<file path="src/rtl/plotfour_pkg.sv">
// plotfour_pkg: shared sizes, state and player encodings for the plot-four controller.
package plotfour_pkg;
  localparam int ROWS_DEF = 7;
  localparam int COLS_DEF = 6;
  localparam int NSQ_DEF = ROWS_DEF * COLS_DEF;
  localparam int WIN_LEN = 4;
  typedef enum logic [2:0] {WAIT_MOVE, PLACE, CHECK, WIN, DRAW} state_t;
  typedef enum logic {P_ONE = 1'b0, P_TWO = 1'b1} player_t;
endpackage

</file>
<file path="src/rtl/plotfour_if.sv">
// plotfour_if: key/switch requests in, board/score/status out of the move controller.
interface plotfour_if #(parameter int NSQ = 42, parameter int SCORE_W = 4) ();
  logic start;
  logic new_round;
  logic p_one_req;
  logic p_two_req;
  logic [5:0] square;
  logic [NSQ-1:0] blue;
  logic [NSQ-1:0] red;
  logic turn;
  logic p_one_win;
  logic p_two_win;
  logic draw;
  logic [SCORE_W-1:0] p_one_score;
  logic [SCORE_W-1:0] p_two_score;
  logic move_err;
  logic busy;
  modport master (
    output start, new_round, p_one_req, p_two_req, square,
    input blue, red, turn, p_one_win, p_two_win, draw, p_one_score, p_two_score, move_err, busy
  );
  modport slave (
    input start, new_round, p_one_req, p_two_req, square,
    output blue, red, turn, p_one_win, p_two_win, draw, p_one_score, p_two_score, move_err, busy
  );
endinterface

</file>
<file path="src/rtl/plotfour_line_check.sv">
// plotfour_line_check: does a four-in-a-row line start at idx on this board.
module plotfour_line_check
  import plotfour_pkg::*;
#(
  parameter int ROWS = ROWS_DEF,
  parameter int COLS = COLS_DEF
) (
  input  logic [ROWS*COLS-1:0] board,
  input  logic [5:0]           idx,
  output logic                 hit
);
  logic [63:0] b;
  int row;
  int col;
  function automatic logic run(logic [63:0] v, int i, int step);
    logic ok;
    logic [63:0] s;
    ok = 1'b1;
    for (int k = 0; k < WIN_LEN; k++) begin
      s = v >> (i + k * step);
      ok = ok & s[0];
    end
    return ok;
  endfunction
  always_comb begin
    b = 64'(board);
    row = int'(idx) / COLS;
    col = int'(idx) % COLS;
    hit = (col <= COLS - WIN_LEN && run(b, int'(idx), 1)) ||
          (row <= ROWS - WIN_LEN && run(b, int'(idx), COLS)) ||
          (row <= ROWS - WIN_LEN && col <= COLS - WIN_LEN && run(b, int'(idx), COLS + 1)) ||
          (row <= ROWS - WIN_LEN && col >= WIN_LEN - 1 && run(b, int'(idx), COLS - 1));
  end
endmodule

</file>
<file path="src/rtl/plotfour_move_ctrl.sv">
// plotfour_move_ctrl: validates player moves, owns both boards, scans for win/draw and keeps scores.
module plotfour_move_ctrl
  import plotfour_pkg::*;
#(
  parameter int ROWS = ROWS_DEF,
  parameter int COLS = COLS_DEF,
  parameter int SCORE_W = 4
) (
  input logic CLOCK_50,
  input logic reset,
  plotfour_if.slave io
);
  localparam int N = ROWS * COLS;
  localparam logic [6:0] N7 = 7'(N);
  localparam logic [5:0] C6 = 6'(COLS);
  localparam logic [5:0] LAST = 6'(N - 1);
  state_t state_q, state_d;
  player_t turn_q, turn_d, mover_q, mover_d;
  logic [N-1:0] blue_q, blue_d, red_q, red_d, occ, sel;
  logic [5:0] sq_q, sq_d, idx_q, idx_d;
  logic p1w_q, p1w_d, p2w_q, p2w_d, draw_q, draw_d, err_q, err_d;
  logic r1_q, r1_d, r2_q, r2_d;
  logic [SCORE_W-1:0] s1_q, s1_d, s2_q, s2_d;
  logic [63:0] occ64;
  logic rise1, rise2, tr, oth, legal, hit;
  assign occ = blue_q | red_q;
  assign occ64 = 64'(occ);
  assign sel = {{(N-1){1'b0}}, 1'b1} << sq_q;
  assign rise1 = io.p_one_req & ~r1_q;
  assign rise2 = io.p_two_req & ~r2_q;
  assign tr = (turn_q == P_ONE) ? rise1 : rise2;
  assign oth = (turn_q == P_ONE) ? rise2 : rise1;
  assign legal = ({1'b0, io.square} < N7) && !occ64[io.square] &&
                 (io.square < C6 || occ64[io.square - C6]);
  assign r1_d = io.p_one_req;
  assign r2_d = io.p_two_req;
  plotfour_line_check #(.ROWS(ROWS), .COLS(COLS)) u_line (
    .board(mover_q == P_ONE ? blue_q : red_q),
    .idx(idx_q),
    .hit(hit)
  );
  always_comb begin
    state_d = state_q;
    blue_d = blue_q;
    red_d = red_q;
    turn_d = turn_q;
    mover_d = mover_q;
    sq_d = sq_q;
    idx_d = idx_q;
    p1w_d = p1w_q;
    p2w_d = p2w_q;
    draw_d = draw_q;
    s1_d = s1_q;
    s2_d = s2_q;
    err_d = 1'b0;
    case (state_q)
      WAIT_MOVE: if (io.start) begin
        err_d = oth || (tr && !legal);
        if (tr && legal) begin
          sq_d = io.square;
          mover_d = turn_q;
          state_d = PLACE;
        end
      end
      PLACE: begin
        blue_d = (mover_q == P_ONE) ? blue_q | sel : blue_q;
        red_d = (mover_q == P_TWO) ? red_q | sel : red_q;
        idx_d = '0;
        state_d = CHECK;
      end
      CHECK: if (hit) begin
        state_d = WIN;
        p1w_d = mover_q == P_ONE;
        p2w_d = mover_q == P_TWO;
        s1_d = (mover_q == P_ONE && !(&s1_q)) ? s1_q + SCORE_W'(1) : s1_q;
        s2_d = (mover_q == P_TWO && !(&s2_q)) ? s2_q + SCORE_W'(1) : s2_q;
      end else if (idx_q == LAST) begin
        state_d = (&occ) ? DRAW : WAIT_MOVE;
        draw_d = &occ;
        turn_d = (&occ) ? turn_q : (turn_q == P_ONE ? P_TWO : P_ONE);
      end else begin
        idx_d = idx_q + 6'd1;
      end
      default: ;
    endcase
    // a new round aborts any move in flight and discards its result, scores excepted
    if (io.new_round) begin
      state_d = WAIT_MOVE;
      blue_d = '0;
      red_d = '0;
      turn_d = P_ONE;
      p1w_d = 1'b0;
      p2w_d = 1'b0;
      draw_d = 1'b0;
      err_d = 1'b0;
      s1_d = s1_q;
      s2_d = s2_q;
    end
  end
  always_ff @(posedge CLOCK_50 or posedge reset) begin
    if (reset) begin
      state_q <= WAIT_MOVE;
      blue_q <= '0;
      red_q <= '0;
      turn_q <= P_ONE;
      mover_q <= P_ONE;
      sq_q <= '0;
      idx_q <= '0;
      p1w_q <= 1'b0;
      p2w_q <= 1'b0;
      draw_q <= 1'b0;
      s1_q <= '0;
      s2_q <= '0;
      err_q <= 1'b0;
      r1_q <= 1'b0;
      r2_q <= 1'b0;
    end else begin
      state_q <= state_d;
      blue_q <= blue_d;
      red_q <= red_d;
      turn_q <= turn_d;
      mover_q <= mover_d;
      sq_q <= sq_d;
      idx_q <= idx_d;
      p1w_q <= p1w_d;
      p2w_q <= p2w_d;
      draw_q <= draw_d;
      s1_q <= s1_d;
      s2_q <= s2_d;
      err_q <= err_d;
      r1_q <= r1_d;
      r2_q <= r2_d;
    end
  end
  assign io.blue = blue_q;
  assign io.red = red_q;
  assign io.turn = turn_q;
  assign io.p_one_win = p1w_q;
  assign io.p_two_win = p2w_q;
  assign io.draw = draw_q;
  assign io.p_one_score = s1_q;
  assign io.p_two_score = s2_q;
  assign io.move_err = err_q;
  assign io.busy = (state_q == PLACE) || (state_q == CHECK);
endmodule
</file>
<file path="src/flat_wrapper.sv">
// flat-port wrapper written by rule: the top's interface ports become plain ports
module plotfour_move_ctrl_flat import plotfour_pkg::*;
#(
  parameter int ROWS = ROWS_DEF,
  parameter int COLS = COLS_DEF,
  parameter int SCORE_W = 4
)
  (CLOCK_50, reset, io_start, io_new_round, io_p_one_req, io_p_two_req, io_square, io_blue, io_red, io_turn, io_p_one_win, io_p_two_win, io_draw, io_p_one_score, io_p_two_score, io_move_err, io_busy);
  plotfour_if #(.SCORE_W(SCORE_W)) io_i ();
  input logic CLOCK_50;
  input logic reset;
  input wire logic [$bits(io_i.start)-1:0] io_start;
  input wire logic [$bits(io_i.new_round)-1:0] io_new_round;
  input wire logic [$bits(io_i.p_one_req)-1:0] io_p_one_req;
  input wire logic [$bits(io_i.p_two_req)-1:0] io_p_two_req;
  input wire logic [$bits(io_i.square)-1:0] io_square;
  output wire logic [$bits(io_i.blue)-1:0] io_blue;
  output wire logic [$bits(io_i.red)-1:0] io_red;
  output wire logic [$bits(io_i.turn)-1:0] io_turn;
  output wire logic [$bits(io_i.p_one_win)-1:0] io_p_one_win;
  output wire logic [$bits(io_i.p_two_win)-1:0] io_p_two_win;
  output wire logic [$bits(io_i.draw)-1:0] io_draw;
  output wire logic [$bits(io_i.p_one_score)-1:0] io_p_one_score;
  output wire logic [$bits(io_i.p_two_score)-1:0] io_p_two_score;
  output wire logic [$bits(io_i.move_err)-1:0] io_move_err;
  output wire logic [$bits(io_i.busy)-1:0] io_busy;
  assign io_i.start = io_start;
  assign io_i.new_round = io_new_round;
  assign io_i.p_one_req = io_p_one_req;
  assign io_i.p_two_req = io_p_two_req;
  assign io_i.square = io_square;
  assign io_blue = io_i.blue;
  assign io_red = io_i.red;
  assign io_turn = io_i.turn;
  assign io_p_one_win = io_i.p_one_win;
  assign io_p_two_win = io_i.p_two_win;
  assign io_draw = io_i.draw;
  assign io_p_one_score = io_i.p_one_score;
  assign io_p_two_score = io_i.p_two_score;
  assign io_move_err = io_i.move_err;
  assign io_busy = io_i.busy;
  plotfour_move_ctrl #(.ROWS(ROWS), .COLS(COLS), .SCORE_W(SCORE_W)) u_core (.CLOCK_50(CLOCK_50), .reset(reset), .io(io_i));
endmodule
</file>
<file path="config.mk">
export PLATFORM = sky130hd
export DESIGN_NAME = plotfour_move_ctrl_flat
export DESIGN_NICKNAME = d
export VERILOG_FILES = /design/src/rtl/plotfour_pkg.sv /design/src/rtl/plotfour_if.sv /design/src/rtl/plotfour_line_check.sv /design/src/rtl/plotfour_move_ctrl.sv /design/src/flat_wrapper.sv
export SDC_FILE = /design/constraint.sdc
export NUM_CORES = 1
export LEC_CHECK = 0
export BUFFER_PORTS_ARGS = -buffer_cell sky130_fd_sc_hd__buf_4
export CAP_MARGIN = 20
export CELL_PAD_IN_SITES_DETAIL_PLACEMENT = 0
export CELL_PAD_IN_SITES_GLOBAL_PLACEMENT = 1
export CORE_MARGIN = 2
export CORE_UTILIZATION = 42
export CTS_BUF_LIST = sky130_fd_sc_hd__clkbuf_4 sky130_fd_sc_hd__clkbuf_8
export CTS_CLUSTER_SIZE = 12
export DETAILED_ROUTE_END_ITERATION = 10
export PLACE_DENSITY_LB_ADDON = 0.12
export SLEW_MARGIN = 20
export SYNTH_ARGS = -nofsm -noshare
export SYNTH_HDL_FRONTEND = slang
export SYNTH_SLANG_ARGS = --single-unit
</file>
<file path="constraint.sdc">
create_clock -name CLOCK_50 -period 4.3 [get_ports CLOCK_50]
set_clock_uncertainty 0.2 [all_clocks]
set_input_delay 0.86 -clock CLOCK_50 [delete_from_list [all_inputs] [get_ports CLOCK_50]]
set_output_delay 0.86 -clock CLOCK_50 [all_outputs]
set_load 0.02 [all_outputs]
</file>
## After elaboration in Yosys (flattened, before gate mapping)

Index checks and enable logic that the tools add are counted.

| cells by class | value |
|---|---|
| div/mod/pow operators | 2 |
| bitwise operators | 21 |
| $lt $le $gt $ge | 7 |
| equality and inequality tests | 11 |
| $add $sub $neg | 16 |
| shift-type cells | 14 |
| $mul | 0 |
| reductions and logical operators | 43 |
| muxes and demuxes | 42 |

Operator list:

| cell | count |
|---|---|
| $shr 42x7->1 | 11 |
| $mux 42 | 7 |
| $or 42x42->42 | 3 |
| $le 32x3->1 const B | 2 |
| $reduce_and 42->1 | 1 |
| $shl 1x6->42 const A | 1 |
| $shr 42x32->1 | 1 |
| $shr 42x6->1 | 1 |
| $div 7x4->32 const B | 1 |
| $ge 32x3->1 const B | 1 |
| $mod 7x4->32 const B | 1 |
| $add 6x4->7 const B | 4 |
| $reduce_and 4->1 | 6 |
| $mux 1 | 23 |
| $add 6x3->7 const B | 3 |
| $mux 3 | 6 |
| $add 6x2->7 const B | 2 |
| $add 6x5->7 const B | 2 |
| $and 1x1->1 | 14 |
| $lt 6x7->1 const B | 2 |
| $bmux 1 s6 | 2 |
| $logic_and 1x1->1 | 12 |
| $mux 6 | 2 |
| $pmux 6 s2 | 1 |
| 22 further kinds | 47 |

| word-level totals | value |
|---|---|
| memories | 0 |
| logic and storage cells | 171 |
| register bits after elaboration | 115 |
| input port bits | 12 |
| bits in read-only memories | 0 |
| output and inout bits | 98 |
| RAM bits | 0 |
| bits in latches | 0 |

## Logic depth before layout (Yosys ltp)

| depth | value |
|---|---|
| word-level depth | 12 |
| mapped depth | 19 |
| depth with buffers taken out | 14 |

## Modules after synthesis

From an unflattened synthesis, not the netlist that was laid out.

| unflattened totals | value |
|---|---|
| cells, all modules | 909 |
| area, all modules | 8421.8 um^2 |

Modules (own cells, without submodules):

| module | instances | cells each | area an instance (um^2) | seq. area each (um^2) |
|---|---|---|---|---|
| plotfour_move_ctrl | 1 | 657 | 6178.4 | 2877.8 |
| plotfour_line_check | 1 | 252 | 2243.4 | 0.0 |

## Worst setup path after synthesis

OpenSTA, ideal clock, no wires.

| timing path | value |
|---|---|
| path type | register to register |
| start | reg u_core.idx_q[4] |
| end | reg u_core.s1_q[1] (netlist: u_core.io.p_one_score[1]) |
| setup time | 128 ps |
| arrival time | 3894 ps |
| required time | 3972 ps |
| path buffers | 5 |
| setup slack | 78 ps |
| clock period less this slack | 4222 ps |
| stages on the path, launching flop included | 20 |
| path through | dfrtp_1 -> clkbuf_1 -> clkbuf_1 -> clkbuf_1 -> clkbuf_1 -> ha_1 -> nor4bb_1 -> o21a_1 -> o21ai_0 -> nand2_1 -> ha_1 -> nor2_1 -> o311ai_0 -> o21ai_0 -> a22oi_1 -> a311o_1 -> or2_4 -> buf_6 -> nand3_1 -> mux2_1 |

| on the way | value |
|---|---|
| cells in the longest elaborated chain, start to end | 10 |
| elaborated cells on any way between the ends | 52 |
| those cells by class | add/sub (12); div (2); order compare (3); shift (13); bitwise (12); reduce/logical (10) |

RTL lines:

| what | line | source |
|---|---|---|
| start: declaration | plotfour_move_ctrl.sv:20 | `logic [5:0] sq_q, sq_d, idx_q, idx_d;` |
| start signal: assignment | plotfour_move_ctrl.sv:124 | `idx_q <= idx_d;` |
| branches (longest 8 deep; another with $mod 7x4->32) | -- |  |
| $logic_or 1x1->1 (*) | plotfour_line_check.sv:31 | `(row <= ROWS - WIN_LEN && col <= COLS - WIN_LEN && run(b, int'(idx), COLS + 1)) \|\|` |
| $reduce_and 4->1 (no line) (*) | -- |  |
| end signal: assignment | plotfour_move_ctrl.sv:112 | `s1_q <= '0;` |
| end signal: assignment | plotfour_move_ctrl.sv:128 | `s1_q <= s1_d;` |
| end: declaration | plotfour_move_ctrl.sv:23 | `logic [SCORE_W-1:0] s1_q, s1_d, s2_q, s2_d;` |

Mark *: on every way between the ends.
A chain may end at the register's enable or synchronous reset.

## Worst setup path in the final report

| timing path | value |
|---|---|
| start | reg u_core.mover_q |
| end | reg u_core.idx_q[3] |

| on the way | value |
|---|---|
| cells in the longest elaborated chain, start to end | 11 |
| elaborated cells on any way between the ends | 35 |
| those cells by class | eq/ne (1); shift (13); mux (1); bitwise (12); reduce/logical (8) |

RTL lines:

| what | line | source |
|---|---|---|
| start: declaration | plotfour_move_ctrl.sv:18 | `player_t turn_q, turn_d, mover_q, mover_d;` |
| start signal: assignment | plotfour_move_ctrl.sv:122 | `mover_q <= mover_d;` |
| $mux 42 (*) | plotfour_move_ctrl.sv:38 | `.board(mover_q == P_ONE ? blue_q : red_q),` |
| $shr 42x7->1 / $shr 42x6->1 (equally long branches) | plotfour_line_check.sv:20 | `s = v >> (i + k * step);` |
| $and 1x1->1 (3 in a row) | plotfour_line_check.sv:21 | `ok = ok & s[0];` |
| $logic_and 1x1->1, on equally long branches | plotfour_line_check.sv:29, plotfour_line_check.sv:30 |  |
| $logic_or 1x1->1 | plotfour_line_check.sv:29 | `hit = (col <= COLS - WIN_LEN && run(b, int'(idx), 1)) \|\|` |
| $logic_or 1x1->1 | plotfour_line_check.sv:30 | `(row <= ROWS - WIN_LEN && run(b, int'(idx), COLS)) \|\|` |
| $logic_or 1x1->1 (*) | plotfour_line_check.sv:31 |  |
| $ne 2x2->1 (no line) (*) | -- |  |
| $reduce_and 3->1 (no line) (*) | -- |  |

Mark *: on every way between the ends. The rest lies on a longest branch, timed or not.

==> metrics.cfg <==
[outcome]
outcome = complete, no violations

[placement]
dp_slack_ps = 198
placed_cell_area_um2 = 9940
placed_cells = 1321
gp_congestion = 0.988
hpwl_um = 24600
port_buffers = 109

[synth]
synth-seq-cells = 115
syn_inst = 955
async_flop_share_pct = 100
synth-edff-count = 0
synth_ff_type = dfrtp_1
synth_top_area_share_pct = 33.3
yosys.area.top_type = dfrtp_1
netlist_area_um2 = 8640
ys_seq_area_share_pct = 33.3
ys_warn_count = 0
ys_top_cells_by_count = nor2_1, a21oi_1, dfrtp_1
synth.most_common_cell = nor2_1
netlist_top_cells_area = dfrtp_1, mux4_2, nor2_1
syn_area_per_cell_um2 = 9.05
syn-num-nets = 976
synth_cell_types = 70

[routing]
via_per_inst = 6.26
wirelength_met1_um = 14500
post-route-drc-count = 0
wl_met2_um = 15300
routed_wl_um = 33700
met3RoutedLength_um = 2540
firstDrtPassIters = 5
postRouteAntennaNets = 0
highest_layer = met5
drtIter0Drc = 933
avgRoutedWirePerCell_um = 24.9
vias = 8475

[timing]
max_freq_mhz = 237
slew_violations = 0
whs_ps = 317
relSlewSlack_pct = 28.1
rsz0062_at_grt = false
hold_viol_final = 0
min_period_ps = 4210
fin_crit_sh_pct = 97.9
setup_viol = 0
worstMarginPinSlew_ps = 1070
tns_ps = 0
worst_slack_ps = 88.2

[global_routing]
antenna_found_initial = 1
gr-total-overflow = 0
grt_pass1_vias = 8226
grt_usage_pct = 31.6
grt_max_degree = 89
grt_pass1_wl_um = 51800

[layout]
final_nets = 1091
syn_to_final_growth_pct = 20.0
drive_above_1_share_pct = 26.3
diodes = 0
final_core_util_pct = 51.2
num-fill-cells = 1956
final_area_um2 = 10400
fin_cells = 1353

[floorplanning]
core_area_um2 = 20200
pin_count = 110
die_h_um = 147
row_count = 52
die-area_um2 = 21700
die_width_um = 147
initial_core_util_pct = 42.7

[setup_path]
worstPathRequired_ps = 4400
crit_path_frequent_cell = mux2i_1
crit_slowest_cell = dfrtp_4
arrival_ps = 4310
criticalPathCategory = flip-flop to flip-flop
path_cells = mux2i_1 > mux2i_1 > and2_1 > o311a_1 > o31ai_1 > o22ai_1 > a311o_1 > or2_4 > or4_1 > mux2i_1
crit_path_max_incr_delay_ps = 770
cp.depth = 10
endpoint_kind = flip-flop
critical_path_buf_inv_count = 0
start_kind = flip-flop
crit_fanout = 41
path_delay_family = compound AO/OA/AOI/OAI gates
r2r.worst_path.cells = 10

[power_and_ir_drop]
powerDensity_nw_per_um2 = 385
combPwrFrac_pct = 38.5
power_mw = 3.99
power_leakage_nw = 4.32
intPower_mw = 2.37
p_sw_share_pct = 40.6
p_sw_mw = 1.62
seqPwrFrac_pct = 33.5
peakVddDrop_mv = 0.234
pwr-share-clk_pct = 28.0

[flow_run]
drv_cap = 0

[clock_network]
clk_pin_slew_ps = 90
cts_resized = 0
hold_buffers = 0
cts_tree = done
clkLatencyLatePin_ps = 450
numCtsBuffers = 17
cts.path.max_buffers = 2
htreeDepth = 4
clock-sinks = 115
cts_root_buf = clkbuf_8
cts_post_setup_buffers_inserted = 0

[hold_path]
hold_class = primary input to asynchronous set/reset pin

## path summary, 6_finish.rpt
path	startpoint	to	slack [ps]
setup reg to reg	u_core.mover_q	u_core.idx_q[3]	90
max in group asynchronous	reset	u_core.idx_q[1]	2730
hold / removal	reset	u_core.io.red[23]	320
setup / recovery	u_core.mover_q	u_core.idx_q[3]	90
hold reg to reg	u_core.io.p_one_score[3]	u_core.io.p_one_score[3]	320
min in group CLOCK_50	u_core.io.p_one_score[3]	u_core.io.p_one_score[3]	320
## flip-flops by register name, summed over array words and instances, names as in the netlist, 3 cells and up
| signal | cells |
|---|---|
| u_core.sq_q | 6 |
| u_core.io.blue | 42 |
| u_core.idx_q | 6 |
| u_core.io.red | 42 |
| u_core.io.p_one_score | 4 |
| u_core.io.p_two_score | 4 |
| u_core.state_q | 3 |
## routing by layer
layer / up-vias / global-route usage (%)
met5: - / 0
met4: 2 / 13.4
met3: 70 / 6.70
met2: 434 / 47.2
met1: 4172 / 44.7
li1: 3797 / -
## cells in the final DEF (no fill, tap or decap), types with 5 or more instances in the layout
| cell | instances |
|---|---|
| nand3b_1 | 8 |
| clkbuf_8 | 19 |
| and3_1 | 5 |
| o21ai_0 | 25 |
| inv_1 | 15 |
| nand4_1 | 5 |
| nor3_1 | 32 |
| nor2_1 | 173 |
| nand2b_1 | 14 |
| buf_4 | 163 |
| nand3_1 | 34 |
| a31oi_1 | 6 |
| mux2_2 | 21 |
| mux2i_1 | 53 |
| xnor2_1 | 7 |
| a311oi_1 | 6 |
| a211o_1 | 5 |
| mux4_2 | 50 |
| ha_1 | 9 |
| o22ai_1 | 6 |
| o211ai_1 | 8 |
| nor2b_1 | 7 |
| nand2_1 | 52 |
| a21oi_1 | 119 |
| dfrtp_1 | 113 |
| nor4_1 | 12 |
| a211oi_1 | 16 |
## cell type report
cell class | instances | area, um2 | share of cell area, %
multi-input combinational | 753 | 5390 | 52.0
inverter | 18 | 70.1 | 0.676
sequential | 115 | 2880 | 27.8
tap | 270 | 338 | 3.26
clock buffer | 20 | 269 | 2.60
clock inverter | 12 | 154 | 1.48
timing repair buffer | 165 | 1260 | 12.2
## worst register-to-register path: stages, from the launching register on
cell and delay (ps):
dfrtp_4 770, mux2i_1 640, mux2i_1 290, and2_1 230, o311a_1 320, o31ai_1 300
o22ai_1 120, a311o_1 310, or2_4 320, or4_1 440, mux2i_1 130
## power groups by stage
stage	registers (mW)	clock network, mW	logic, mW
final	1.34	1.12	1.53
after global routing	1.35	1.17	1.64
after CTS	1.33	1.13	1.52
after detailed placement	1.35	0	1.51
after global placement	1.35	0	1.52
after floorplan	1.29	0	1.02
## cells by family (layout without fill, tap and decap cells)
logic type      after synthesis  count (layout)  share of synthesized area (%)
simple gates                370             370                           19.7
compound gates              236             236                           17.1
mux                         130             130                           23.2
flops                       115             115                           33.3
buf+inv                      87             215                           4.50
fa+ha+maj                     9               9                           1.30
xor+xnor                      8               8                          0.811
Power figures use the tool's default switching activity.
